### src/rtl/cim_read_ctrl.sv
// cim_read_ctrl: sequences a burst of row reads from a compute-in-memory array.
// A burst starts in IDLE on start. Rows 0..last_addr are read in order. Each row is
// driven on cim_a with read held high. After a settle period the row's q_in is captured
// into dout, which is then offered downstream with a valid/ready handshake. Every output
// is a register.
//
// Ports:
//   clk, rst          rising-edge clock, asynchronous active-high reset
//   start             burst request (sampled in IDLE only)
//   last_addr[3:0]    final row of the burst, captured when start is accepted
//   q_in[15:0]        array readout for the current cim_a
//   read              read-mode select to the IO decoder
//   cim_a[3:0]        row address being read
//   dout[15:0]        captured readout word
//   dout_valid        dout holds an untransferred word
//   dout_ready        downstream accepts dout
//   busy              high in every state except IDLE
//   done              one-cycle pulse when a burst completes
//   dout_par          XOR of the captured word (only with CIM_READ_PARITY_EN defined)
//
// Parameter SETTLE_CYC (1..15) sets the settle counter reload value.
module cim_read_ctrl #(
    parameter int unsigned SETTLE_CYC = 1
) (
    input  logic        clk,
    input  logic        rst,
    input  logic        start,
    input  logic [3:0]  last_addr,
    input  logic [15:0] q_in,
    output logic        read,
    output logic [3:0]  cim_a,
    output logic [15:0] dout,
    output logic        dout_valid,
    input  logic        dout_ready,
    output logic        busy,
    output logic        done
`ifdef CIM_READ_PARITY_EN
    ,
    output logic        dout_par
`endif
);

    typedef enum logic [2:0] {StIdle, StSettle, StCapt, StSend, StDone} state_e;

    localparam logic [3:0] SettleLd = 4'(SETTLE_CYC);

    state_e      state_q, state_d;
    logic [3:0]  cnt_q, cnt_d;
    logic [3:0]  last_q, last_d;
    logic        read_q, read_d;
    logic [3:0]  cim_a_q, cim_a_d;
    logic [15:0] dout_q, dout_d;
    logic        valid_q, valid_d;
    logic        busy_q, busy_d;
    logic        done_q, done_d;
    logic        par_q, par_d;

    always_comb begin
        state_d = state_q;
        cnt_d   = cnt_q;
        last_d  = last_q;
        read_d  = read_q;
        cim_a_d = cim_a_q;
        dout_d  = dout_q;
        valid_d = valid_q;
        done_d  = 1'b0;
        par_d   = par_q;

        unique case (state_q)
            StIdle: begin
                if (start) begin
                    last_d  = last_addr;
                    cim_a_d = 4'd0;
                    read_d  = 1'b1;
                    cnt_d   = SettleLd;
                    state_d = StSettle;
                end
            end
            StSettle: begin
                // Counter runs down to zero; together with CAPT this gives the
                // SETTLE_CYC+2 edge spacing from accept/transfer to dout_valid.
                if (cnt_q == 4'd0) begin
                    state_d = StCapt;
                end else begin
                    cnt_d = cnt_q - 4'd1;
                end
            end
            StCapt: begin
                dout_d  = q_in;
                par_d   = ^q_in;
                valid_d = 1'b1;
                state_d = StSend;
            end
            StSend: begin
                if (dout_ready) begin
                    valid_d = 1'b0;
                    if (cim_a_q == last_q) begin
                        read_d  = 1'b0;
                        cim_a_d = 4'd0;
                        done_d  = 1'b1;
                        state_d = StDone;
                    end else begin
                        cim_a_d = cim_a_q + 4'd1;
                        cnt_d   = SettleLd;
                        state_d = StSettle;
                    end
                end
            end
            StDone: begin
                state_d = StIdle;
            end
            default: begin
                state_d = StIdle;
                read_d  = 1'b0;
                cim_a_d = 4'd0;
                valid_d = 1'b0;
            end
        endcase

        busy_d = (state_d != StIdle);
    end

    always_ff @(posedge clk or posedge rst) begin
        if (rst) begin
            state_q <= StIdle;
            cnt_q   <= 4'd0;
            last_q  <= 4'd0;
            read_q  <= 1'b0;
            cim_a_q <= 4'd0;
            dout_q  <= 16'd0;
            valid_q <= 1'b0;
            busy_q  <= 1'b0;
            done_q  <= 1'b0;
            par_q   <= 1'b0;
        end else begin
            state_q <= state_d;
            cnt_q   <= cnt_d;
            last_q  <= last_d;
            read_q  <= read_d;
            cim_a_q <= cim_a_d;
            dout_q  <= dout_d;
            valid_q <= valid_d;
            busy_q  <= busy_d;
            done_q  <= done_d;
            par_q   <= par_d;
        end
    end

    assign read       = read_q;
    assign cim_a      = cim_a_q;
    assign dout       = dout_q;
    assign dout_valid = valid_q;
    assign busy       = busy_q;
    assign done       = done_q;

`ifdef CIM_READ_PARITY_EN
    assign dout_par = par_q;
`else
    logic unused_par;
    assign unused_par = par_q;
`endif

endmodule

### config.mk
export PLATFORM = sky130hd
export DESIGN_NAME = cim_read_ctrl
export DESIGN_NICKNAME = d
export VERILOG_FILES = /design/src/rtl/cim_read_ctrl.sv
export SDC_FILE = /design/constraint.sdc
export NUM_CORES = 1
export LEC_CHECK = 0
export ABC_AREA = 0
export BUFFER_PORTS_ARGS = -buffer_cell sky130_fd_sc_hd__clkbuf_2
export CAP_MARGIN = 25
export CORE_ASPECT_RATIO = 0.75
export CORE_UTILIZATION = 50
export DETAILED_ROUTE_END_ITERATION = 10
export GPL_TIMING_DRIVEN = 0
export PLACE_DENSITY = 0.78
export SLEW_MARGIN = 20
export SYNTH_ARGS = -nofsm -noshare
export SYNTH_HDL_FRONTEND = slang
export SYNTH_SLANG_ARGS = --single-unit
### constraint.sdc
create_clock -name clk -period 4.86 [get_ports clk]
set_input_delay 0.243 -clock clk [delete_from_list [all_inputs] [get_ports clk]]
set_output_delay 0.243 -clock clk [all_outputs]
set_load 0.03 [all_outputs]
==> results.py <==
metrics = {
    "power_and_ir_drop": {
        "peakVddDrop_mv": 0.453,
        "netSwitchingPower_mw": 0.549,
        "combPwrFrac_pct": 47.8,
        "clock_power_share_pct": 15.2,
        "seqPwrFrac_pct": 37.0,
        "power_density_nw_per_um2": 672,
        "switching_share_pct": 41.1,
        "p_leak_nw": 0.959,
        "internal_power_mw": 0.786,
    },
    "setup_path": {
        "critical_path_depth": 6,
        "r2r_start": "cnt_q[0]",
        "rr_endpoint": "cnt_q[1]",
        "cp_cell_sequence": "inv_1, ha_1, or3b_2, o221ai_2, a211oi_2, mux2_4",
        "crit_family": "simple AND/OR/NAND/NOR gates",
        "critPathCaptureType": "flop",
        "critPathRequiredTime_ns": 5.03,
        "slowest_stage": "or3b_2",
        "arrival_ns": 2.02,
        "critPathMaxStageDelay_ns": 0.48,
        "worst-path-buf-inv": 1,
        "critPathMaxFanout": 4,
        "r2r_cells": 6,
        "crit_type": "flop to flop",
        "crit_path_start_kind": "flop",
        "r2r_setup_slack_ns": 3.01,
    },
    "drt": {
        "via_per_inst": 5.18,
        "route.detailed.drc": 0,
        "via_count": 1150,
        "drt_wl_total_mm": 2.98,
        "final_antenna_net_count": 0,
        "avgRoutedWirePerCell_um": 13.4,
        "drtPass1Iterations": 4,
        "drt_iter0_markers": 35,
    },
    "yosys": {
        "synth_ff_type": "dfrtp_1",
        "synth_nets": 157,
        "synth_compound_area_share_pct": 10.9,
        "synth_most_common_cell": "dfrtp_1",
        "ys_seq_area_share_pct": 54.3,
        "synth_cell_type_count": 40,
        "synth_mux_area_share_pct": 14.9,
        "ys_seq_elements": 35,
        "syn_area_um2": 1610,
        "synth-simple-area-share_pct": 11.6,
        "yosys_warnings": 0,
        "synth_edf_count": 0,
        "synthCells": 130,
        "synth_top_cell_by_area": "dfrtp_1",
        "synth_top_cell_area_share_pct": 54.3,
        "syn_area_per_cell_um2": 12.4,
        "synth_top_family_by_area": "multiplexers",
        "synth_common_cells": "35 x dfrtp_1, 20 x mux2_2, 8 x inv_1",
        "synthAdderAreaFrac_pct": 2.33,
        "synthXorXnorAreaFrac_pct": 2.17,
        "synthArstFlopShare_pct": 100,
        "ys_top_cells_by_area": "dfrtp_1 54%, mux2_2 14%, ha_1 2.3%",
    },
    "floorplanning": {
        "coreArea_um2": 3000,
        "ioPinCount": 48,
        "die_y_um": 51.2,
        "rows": 17,
        "dieWidth_um": 67.6,
        "die_area_um2": 3460,
        "start_util_pct": 53.8,
    },
    "clock_tree": {
        "clk_latency_ns": 0.28,
        "cts_tree": "built",
        "cts.path.max_buffers": 2,
        "path_clk_slew_ns": 0.07,
        "cts_resized": 0,
        "htreeDepth": 2,
        "numClockSinks": 35,
        "cts-root-buf": "clkbuf_8",
        "postCtsHoldBufs": 0,
        "cts_buffers": 5,
        "post_cts_buffers": 0,
    },
    "timing": {
        "tightest_slew_ns": 0.710,
        "rsz0062_at_grt": "no",
        "tns_ns": 0,
        "slew_violations": 0,
        "finalCriticalPeriod_ns": 1.85,
        "finalHoldViolations": 0,
        "setup_violations": 0,
        "relSlewSlack_pct": 52.6,
        "skew_ns": 0.00565,
        "fmax_mhz": 540,
        "holdWs_ns": 0.0589,
        "min_period_over_period_pct": 38.1,
    },
    "grt": {
        "grt_first_pass_wirelength_mm": 5.01,
        "grt_pass1_vias": 1169,
        "grtUsageTotal_pct": 20.2,
        "grt_max_degree": 36,
        "gr-total-overflow": 0,
        "antenna_found_initial": 0,
    },
    "placed_design": {
        "place_congestion": 0.814,
        "io_buffer_count": 47,
        "place_hpwl_mm": 2.30,
    },
    "cells_and_area": {
        "antennaDiodeCount": 0,
        "area_growth_pct": 22.9,
        "drive_gt1_share_pct": 50.0,
        "layout.nets": 211,
    },
    "hold_path": {
        "holdCritPathClass": "input pin to asynchronous set/reset pin",
    },
    "outcome": {
        "status": "complete, no violations",
    },
    "job": {
        "max_cap_violations": 0,
    },
}
-- how the worst max path moves through the flow --
stage                  start  endpoint  slack (ns)
floorplan           cnt_q[0]  cnt_q[1]        3.13
global placement    cnt_q[0]  cnt_q[1]        3.05
detailed placement  cnt_q[0]  cnt_q[1]        3.01
CTS                 cnt_q[0]  cnt_q[1]        3.01
global route        cnt_q[0]  cnt_q[1]        2.91
finish              cnt_q[0]  cnt_q[1]        3.01
-- registers in the layout, summed over array words and instances (netlist names) --
name / flops
read: 1
cnt_q: 4
dout: 16
state_q: 3
dout_valid: 1
done: 1
last_q: 4
busy: 1
cim_a: 4
-- metal layers --
layer	part of all wire, %	wire length [µm]	vias to the layer above	track usage [%]
li1	-	-	567	-
met1	46	1380	553	26.2
met2	48	1420	28	30.2
met3	5.5	164	2	8.26
met4	0.60	18	0	7.45
met5	0	0	-	0
-- cell families after synthesis --
family,Yosys count
DFF,35
and+or+nand+nor,31
AOI/OAI and AO/OA,23
muxes,21
buffers and inverters,13
xor gates and xnor gates,4
adders and majority gates,3
-- area by class of cell --
type / count / area, µm²
flip-flops and latches: 35 / 876
clock buffers: 6 / 82.6
plain buffers: 5 / 31.3
inverters: 8 / 30.0
multi-input cells: 82 / 677
clock inverters: 1 / 5.00
repair buffers: 47 / 235
well taps: 38 / 47.5
fillers: 228 / 1010
-- cell usage in the layout, fill, tap and decap left out, drive strengths merged, types with 2 or more instances in the layout --
master / synthesis / layout
clkbuf: 0 / 53
dfrtp: 35 / 35
mux2: 21 / 21
inv: 8 / 8
nand2: 6 / 6
nor2: 6 / 6
o21ai: 5 / 5
buf: 5 / 5
xnor2: 4 / 4
nand3: 3 / 3
a21oi: 3 / 3
nor3: 3 / 3
ha: 3 / 3
and3: 3 / 3
a21o: 2 / 2
nand2b: 2 / 2
or3b: 2 / 2
-- per-stage QoR --
stage	setup WS (ns)	util (%)	power (mW)	cell area, µm²	instances
6_report	3.01	66.2	1.33	1980	222
2_1_floorplan	3.13	-	0.970	1610	130
3_5_place_dp	3.01	63.2	1.14	1900	215
3_3_place_gp	3.05	63.2	1.11	1900	215
4_1_cts	3.01	66.2	1.35	1980	222
5_1_grt	2.91	66.2	1.42	1980	222
-- power groups by stage --
stage | clock [mW] | sequential (mW) | combinational, mW
2_1_floorplan | 0 | 0.654 | 0.316
3_3_place_gp | 0 | 0.491 | 0.619
3_5_place_dp | 0 | 0.499 | 0.642
4_1_cts | 0.209 | 0.495 | 0.643
5_1_grt | 0.222 | 0.511 | 0.690
6_report | 0.203 | 0.494 | 0.637
Note: power is estimated with default switching activity, not from simulation.
